[config.mk]
export PLATFORM = sky130hd
export DESIGN_NAME = id_exe_skid_stage
export DESIGN_NICKNAME = d
export VERILOG_FILES = /design/src/rtl/pipe_pkg.sv /design/src/rtl/pipe_slot.sv /design/src/rtl/id_exe_skid_stage.sv
export SDC_FILE = /design/constraint.sdc
export NUM_CORES = 1
export LEC_CHECK = 0
export ABC_AREA = 1
export BUFFER_PORTS_ARGS = -buffer_cell sky130_fd_sc_hd__buf_2
export CAP_MARGIN = 40
export CORE_UTILIZATION = 57
export CTS_CLUSTER_SIZE = 14
export DETAILED_ROUTE_END_ITERATION = 10
export GPL_TIMING_DRIVEN = 0
export PLACE_DENSITY_LB_ADDON = 0.2
export SLEW_MARGIN = 0
export SYNTH_ARGS = -nofsm -noshare
export SYNTH_HDL_FRONTEND = slang
export SYNTH_SLANG_ARGS = --single-unit
[constraint.sdc]
create_clock -name clk -period 4.8 [get_ports clk]
set_input_delay 0.48 -clock clk [delete_from_list [all_inputs] [get_ports clk]]
set_output_delay 0.48 -clock clk [all_outputs]
set_load 0.02 [all_outputs]
[src/rtl/pipe_pkg.sv]
// Shared ID->EXE payload definitions.
// Purpose : one place that defines the data and control payload layouts,
//           so the ID stage packs and the EXE stage unpacks the same bits.
// Contents: payload widths, field offsets, and packed structs per payload.
package pipe_pkg;

    localparam int IDEX_DATA_W = 133;  // pc 32 + imm 32 + rdata1 32 + rdata2 32 + rd 5
    localparam int IDEX_CTRL_W = 8;    // alusrc, regwrite, memwrite, memread, branch, aluop[2:0]

    // Data payload field LSB positions (pc is the most significant field).
    localparam int RD_LSB  = 0;
    localparam int RS2_LSB = 5;
    localparam int RS1_LSB = 37;
    localparam int IMM_LSB = 69;
    localparam int PC_LSB  = 101;

    // Control payload bit positions.
    localparam int ALUOP_LSB = 0;
    localparam int BRANCH    = 3;
    localparam int MEMREAD   = 4;
    localparam int MEMWRITE  = 5;
    localparam int REGWRITE  = 6;
    localparam int ALUSRC    = 7;

    typedef struct packed {
        logic [31:0] pc;
        logic [31:0] imm;
        logic [31:0] rdata1;
        logic [31:0] rdata2;
        logic [4:0]  rd;
    } idex_data_t;

    typedef struct packed {
        logic       alusrc;
        logic       regwrite;
        logic       memwrite;
        logic       memread;
        logic       branch;
        logic [2:0] aluop;
    } idex_ctrl_t;

endpackage

[src/rtl/pipe_slot.sv]
// Single pipeline slot: valid bit plus data and control payload registers.
// Purpose : building block for the main and skid entries of the ID->EXE stage.
// Ports   : clk, rst (sync, active-high)
//           load      - capture load_data/load_ctrl and become valid
//           clear     - become invalid (normal drain)
//           flush     - become invalid, dominates load
//           load_data, load_ctrl - payload to capture
//           valid, data, ctrl    - registered slot contents
// Whenever the slot becomes invalid its ctrl is zeroed and its data is held,
// so an empty slot never presents live control bits.
module pipe_slot
    import pipe_pkg::*;
#(
    parameter int DATA_W = IDEX_DATA_W,
    parameter int CTRL_W = IDEX_CTRL_W
) (
    input  logic              clk,
    input  logic              rst,
    input  logic              load,
    input  logic              clear,
    input  logic              flush,
    input  logic [DATA_W-1:0] load_data,
    input  logic [CTRL_W-1:0] load_ctrl,
    output logic              valid,
    output logic [DATA_W-1:0] data,
    output logic [CTRL_W-1:0] ctrl
);

    // NOTE: non-blocking assignments for all state so every slot samples
    // the pre-edge values of its neighbours, regardless of block order.
    always_ff @(posedge clk) begin
        if (rst) begin
            // NOTE: data is reset as well, because out_data must read 0
            // after reset; this is a handful of flops, not a memory array.
            valid <= 1'b0;
            data  <= '0;
            ctrl  <= '0;
        end else if (flush || (clear && !load)) begin
            valid <= 1'b0;
            ctrl  <= '0;
        end else if (load) begin
            valid <= 1'b1;
            data  <= load_data;
            ctrl  <= load_ctrl;
        end
    end

endmodule

[src/rtl/id_exe_skid_stage.sv]
// Elastic ID->EXE pipeline stage with a two-entry skid buffer.
// Purpose : carries the decoded instruction from ID to EXE under a
//           valid/ready handshake with a registered in_ready, inserts
//           zero-control bubbles on flush, and counts back-pressure cycles.
// Ports   : clk, rst (sync, active-high)
//           in_valid/in_ready/in_data/in_ctrl     - ID side
//           flush                                 - kill held and incoming work
//           out_valid/out_ready/out_data/out_ctrl - EXE side
//           stall_cnt - saturating count of out_valid & ~out_ready cycles
module id_exe_skid_stage
    import pipe_pkg::*;
#(
    parameter int DATA_W = IDEX_DATA_W,
    parameter int CTRL_W = IDEX_CTRL_W,
    parameter int CNT_W  = 16
) (
    input  logic              clk,
    input  logic              rst,
    input  logic              in_valid,
    output logic              in_ready,
    input  logic [DATA_W-1:0] in_data,
    input  logic [CTRL_W-1:0] in_ctrl,
    input  logic              flush,
    output logic              out_valid,
    input  logic              out_ready,
    output logic [DATA_W-1:0] out_data,
    output logic [CTRL_W-1:0] out_ctrl,
    output logic [CNT_W-1:0]  stall_cnt
);

    localparam logic [CNT_W-1:0] CNT_MAX = '1;

    logic              m_valid;
    logic [DATA_W-1:0] m_data;
    logic [CTRL_W-1:0] m_ctrl;
    logic              s_valid;
    logic [DATA_W-1:0] s_data;
    logic [CTRL_W-1:0] s_ctrl;

    logic              in_fire;
    logic              out_fire;
    logic              m_free;
    logic              m_load;
    logic              m_clear;
    logic              s_load;
    logic              s_clear;
    logic [DATA_W-1:0] m_next_data;
    logic [CTRL_W-1:0] m_next_ctrl;

    // in_ready comes straight from the skid valid flop, so no combinational
    // path from out_ready reaches ID. The rst term only holds it low while
    // reset is asserted.
    assign in_ready = ~s_valid & ~rst;
    assign in_fire  = in_valid & in_ready;
    assign out_fire = m_valid & out_ready;

    // M can take a new entry when it is empty or being consumed this cycle.
    assign m_free  = ~m_valid | out_fire;
    assign m_load  = m_free & (s_valid | in_fire);
    assign m_clear = m_free & ~s_valid & ~in_fire;

    // S drains into M first; an accepted input goes to S whenever it is not
    // the one refilling M, which keeps order with no loss.
    assign s_load  = in_fire & ~(m_free & ~s_valid);
    assign s_clear = m_free & s_valid & ~s_load;

    assign m_next_data = s_valid ? s_data : in_data;
    assign m_next_ctrl = s_valid ? s_ctrl : in_ctrl;

    pipe_slot #(
        .DATA_W (DATA_W),
        .CTRL_W (CTRL_W)
    ) u_main (
        .clk       (clk),
        .rst       (rst),
        .load      (m_load),
        .clear     (m_clear),
        .flush     (flush),
        .load_data (m_next_data),
        .load_ctrl (m_next_ctrl),
        .valid     (m_valid),
        .data      (m_data),
        .ctrl      (m_ctrl)
    );

    pipe_slot #(
        .DATA_W (DATA_W),
        .CTRL_W (CTRL_W)
    ) u_skid (
        .clk       (clk),
        .rst       (rst),
        .load      (s_load),
        .clear     (s_clear),
        .flush     (flush),
        .load_data (in_data),
        .load_ctrl (in_ctrl),
        .valid     (s_valid),
        .data      (s_data),
        .ctrl      (s_ctrl)
    );

    assign out_valid = m_valid;
    assign out_data  = m_data;
    assign out_ctrl  = m_ctrl;

    // Back-pressure counter; flush does not touch it.
    always_ff @(posedge clk) begin
        if (rst) begin
            stall_cnt <= '0;
        end else if (m_valid && !out_ready && stall_cnt != CNT_MAX) begin
            stall_cnt <= stall_cnt + 1'b1;
        end
    end

endmodule

# Yosys cells after proc, flatten, opt, wreduce, memory -nomap -nowiden
# Cells that the tools add are included.
# word_totals
out_inout_bits	159
inputBits	146
regBits	300
# op_classes
n_reduce_logical	13
n_addsub	1
muxes	2
n_eq_ne	1
bitwise_logic	19
# ops
cell	n
$mux 133	1
$add 16x1->16 const B	1
$ne 16x16->1 const B	1
$and 1x1->1	9
$mux 8	1
$not 1->1	8
$logic_and 1x1->1	4
$reduce_and 2->1	2
$reduce_or 2->1	2
$logic_not 1->1	3
$logic_or 1x1->1	2
$or 1x1->1	2

# Logic depth before layout (Yosys ltp)
# depth
word_depth	11
ltp_mapped	9
ltp_nobuf	9

# Hierarchy
# A second synthesis with hierarchy kept.
# unflattened
hier_cells	2972
area_unflattened_um2	17000.1
# by_module_without_submodules
mod	instances	cells_each	seq_area_each_um2	area_per_inst_um2
pipe_slot	2	1177	2842.7	7135.6
id_exe_skid_stage	1	618	320.3	2728.9

# Least setup slack after synthesis
# No wires, ideal clock.
# synth_path
kind	input port to flip-flop
start	input rst
end	register u_main.data[100]
path_buffers	3
setup_ns	0.132
cell_stages	9
slack_ns	3.044
arrival_time_ns	1.624
cell_sequence	buf_2 > nor2_4 > nand2_2 > a21oi_4 > nand2_2 > buf_2 > buf_2 > nand2_1 > a21oi_1
# synth_via
elab_chain_len	10
# synth_lines
item	line_no	rtl
start, declared	id_exe_skid_stage.sv:18	input logic rst,
$not 1->1 *	id_exe_skid_stage.sv:53	assign in_ready = ~s_valid & ~rst;
$and 1x1->1 *	id_exe_skid_stage.sv:53	
net in_ready	id_exe_skid_stage.sv:20	output logic in_ready,
$and 1x1->1 *	id_exe_skid_stage.sv:54	assign in_fire = in_valid & in_ready;
$or 1x1->1	id_exe_skid_stage.sv:59	assign m_load = m_free & (s_valid | in_fire);
$and 1x1->1	id_exe_skid_stage.sv:59	
$logic_not 1->1	pipe_slot.sv:38	end else if (flush || (clear && !load)) begin
$logic_and 1x1->1	pipe_slot.sv:38	
$logic_or 1x1->1	pipe_slot.sv:38	
$not 1->1 (no source line)	--	
$reduce_and 2->1 (no source line) *	--	
end signal, assigned	pipe_slot.sv:43	data <= load_data;
end, declared	pipe_slot.sv:25	output logic [DATA_W-1:0] data,
# Mark *: on every way through the listed nets, which the timed path passes. The rest lies on a longest branch.
# A chain may end at the register's enable or synchronous reset.

# Worst setup path after layout
# layout_path
start	register u_main.valid
end	register u_skid.ctrl[2]
# layout_via
elab_chain_len	10
# layout_lines
item	line_no	rtl
start, declared	pipe_slot.sv:24	output logic valid,
start signal, assigned	pipe_slot.sv:35	valid <= 1'b0;
start signal, assigned	pipe_slot.sv:39	valid <= 1'b0;
start signal, assigned	pipe_slot.sv:42	valid <= 1'b1;
$and 1x1->1 / $not 1->1 (equally long branches)	id_exe_skid_stage.sv:55, id_exe_skid_stage.sv:58	
$or 1x1->1 *	id_exe_skid_stage.sv:58	assign m_free = ~m_valid | out_fire;
$and 1x1->1	id_exe_skid_stage.sv:64	assign s_load = in_fire & ~(m_free & ~s_valid);
$not 1->1	id_exe_skid_stage.sv:64	
$and 1x1->1	id_exe_skid_stage.sv:64	
$not 1->1	id_exe_skid_stage.sv:65	assign s_clear = m_free & s_valid & ~s_load;
$and 1x1->1	id_exe_skid_stage.sv:65	
$logic_and 1x1->1	pipe_slot.sv:38	
$logic_or 1x1->1	pipe_slot.sv:38	
$reduce_or 2->1 (no source line)	--	
end signal, assigned	pipe_slot.sv:44	ctrl <= load_ctrl;
end, declared	pipe_slot.sv:26	output logic [CTRL_W-1:0] ctrl
# Every way passes the cells marked *; elsewhere a longest branch is shown, timed or not.

==> results.md <==
* EDFF count, synth at 0
* Starting Density at 0.5820
* Maximum vdd drop at 229.3 uV
* Grt ovf at 0
* Starting DRC count in detailed routing at 960
* First-pass GRT wire length at 58.43 mm
* R2R depth at 8
* # IOs at 305
* Rows at 54
* Cell Pwr Density at 352.6 mW/mm^2
* CTS Buffer Depth at 3
* Clock Latency Late Sink at 0.51 ns
* Core box area at 0.02189 mm^2
* Clk sink count at 300
* Seq/Total Area, Yosys at 0.4714
* Max Clock Freq at 482.6 MHz
* Int Power at 4.196 mW
* Avg Cell Area, Syn at 7.008 um^2
* Largest net degree at the start of global routing at 14
* Endpoints failing setup at 0
* Leading area contributor after synthesis: dfxtp_1
* Drt via density at 5.435
* Die height at 151.5 um
* Initial antenna violation count at 13
* Clock transition at the registers of the reported paths at 0.06 ns
* Top post-synthesis cells by count: 673 x nand2_1, 300 x dfxtp_1, 287 x a21oi_1, 256 x nand3_1, 90 x clkbuf_1
* Gate power share at 0.083
* Top cell type's share of synthesized area at 0.4714
* Dominant cells by area after synthesis: dfxtp_1 47%, nand2_1 20%, a21oi_1 11%, nand3_1 10%, clkbuf_1 2.7%
* HP Class: input pin to flop
* Cells after DPL at 2403
* Syn Nets at 1965
* CP required at 5.16 ns
* Final instance area at 0.01575 mm^2
* RSZ-0062 raised after global routing: no
* IO Port Bufs at 303
* Synthesis-to-finish area growth at 23.59%
* Unique masters post-synth at 25
* Sum Neg Setup Slack at 0 ns
* Slew Viols, Final at 0
* Switching power at 1.355 mW
* Vias in the first global route at 12104
* Fin crit share at 0.4317
* Switching share of total power at 0.2442
* CP Capture Type: flop
* Post-Synthesis Cell Area at 0.01274 mm^2
* Reg power frac at 0.460
* Tmin final at 2.072 ns
* Root Buffer: clkbuf_16
* Non-filler cells in the finished layout at 2474
* RD Place Congestion at 0.8784
* Kind of critical path: flop to flop
* Cts bufs inserted at 34
* Seq cells post-synth at 300
* All-Layer GR Usage at 0.3195
* DRT Wirelength at 38.05 mm
* Hold depth at 3
* Status: finished, final reports clean
* H-tree levels at 2
* Post-route ant nets at 0
* Die area at 0.02295 mm^2
* Per-cell routed wire length at 15.38 um
* Count leader, synth: nand2_1
* CTS resizes at 0
* Slew margin rel. at 0.4508
* Hold buffer count at CTS at 0
* Residual DRC count at 0
* Ys flop type: dfxtp_1
* Critical path launch point type: flop
* Fin. Hold Viols at 0
* Critical path fanouts, max at 10
* Setup bufs post-CTS at 0
* Via Count at 13447
* 1st-pass router iterations at 5
* Least-Margin Pin Slew at 0.8238 ns
* Arrival @ worst endpoint at 2.43 ns
* Final clock skew at 0.01414 ns
* Clock power frac at 0.456
* Lkg Pwr at 6.643 nW
* Max Cap Viol at 0
* DP HPWL at 26.78 mm
* Synth warn at 0
* Nets@finish at 2306
* Cells after Synth at 1818
* Placed cell area at 0.01463 mm^2
* CTS tree: yes
* Async S/R FF share, synth at 0
* Die X at 151.5 um
* Layout cells sized above 1 at 0.1903
==> through the flow <==
step	hold slack (ns)	setup WS [ns]	power, mW	utilization
floorplan	0.4242	3.044	2.870	-
global placement	0.4336	2.581	3.056	0.6672
detailed placement	0.4397	2.527	3.064	0.6683
CTS	0.2261	2.736	5.562	0.7178
global route	0.2430	2.614	5.710	0.7188
finish	0.2365	2.728	5.552	0.7193
==> power by group through the flow <==
stage	Sequential (mW)	Combinational, mW	Clock, mW
2_1_floorplan	2.66	0.212	0
3_3_place_gp	2.61	0.447	0
3_5_place_dp	2.61	0.455	0
4_1_cts	2.56	0.458	2.55
5_1_grt	2.56	0.507	2.64
6_report	2.56	0.463	2.53
==> sequential cells by signal, summed over array words and instances (netlist names) <==
register and flops:
stall_cnt 16, u_main.ctrl 8, u_main.data 133, u_main.valid 1
u_skid.ctrl 8, u_skid.data 133, u_skid.valid 1
==> layer usage <==
layer / vias to the layer above / GRT usage / share of wire
met5: - / 0 / 0.0010
met4: 6 / 0.1267 / 0.030
met3: 86 / 0.07545 / 0.089
met2: 545 / 0.5210 / 0.46
met1: 6153 / 0.4072 / 0.42
li1: 6657 / - / -
==> cells in the final DEF (no fill, tap or decap), types with 2 or more instances in the layout <==
cell type	count
mux2i_1	8
o21ai_1	2
buf_1	7
xnor2_1	2
clkbuf_1	99
nand2_2	3
nor2_1	36
clkbuf_16	37
a211oi_1	8
dfxtp_1	300
nand3_1	256
nand4_1	5
inv_1	34
clkinv_1	2
o21ai_0	41
a21oi_1	287
buf_2	333
nand2_1	673
diode_2	13
clkinv_2	4
clkbuf_8	7
xor2_1	4
buf_4	22
buf_6	2
nor2_4	3
==> layout make-up <==
class                   instances  area (um^2)
diodes                         13        32.53
plain buffers                 149        679.4
clock buffers                  53         1056
clock inverters                 5        27.53
fillers                      1864         6146
inverters                      37        138.9
multi-input cells            1332         5916
flip-flops and latches        300         6006
well taps                     280        350.3
repair buffers                305         1539
==> path summary, 6_finish.rpt <==
path | startpoint | endpoint | slack [ns]
worst max-delay path | u_main.valid$_SDFFE_PP0N_ | u_skid.ctrl[2]$_SDFFE_PP0N_ | 2.73
worst min-delay path | in_ctrl[5] | u_skid.ctrl[5]$_SDFFE_PP0N_ | 0.24
worst min register to register | u_skid.data[123]$_SDFFE_PP0P_ | u_skid.data[123]$_SDFFE_PP0P_ | 0.45
worst max register to register | u_main.valid$_SDFFE_PP0N_ | u_skid.ctrl[2]$_SDFFE_PP0N_ | 2.73
==> kinds of logic after synthesis <==
group	Yosys count	share of synthesized area
and+or+nand+nor	977	0.3166
AOI/OAI and AO/OA	340	0.1363
buffers and inverters	186	0.06423
adders and majority gates	1	0.0009820
muxes	8	0.006286
DFF	300	0.4714
xor gates and xnor gates	6	0.004125
==> critical path, stage by stage, from the launching register on <==
cell	delay (ns)
dfxtp_1	0.34
inv_1	0.07
nor2_4	0.20
inv_1	0.15
nor2_4	0.21
buf_2	0.38
clkinv_1	0.35
nand2_1	0.14
a21oi_1	0.07
Note: power is estimated with default switching activity, not from simulation.
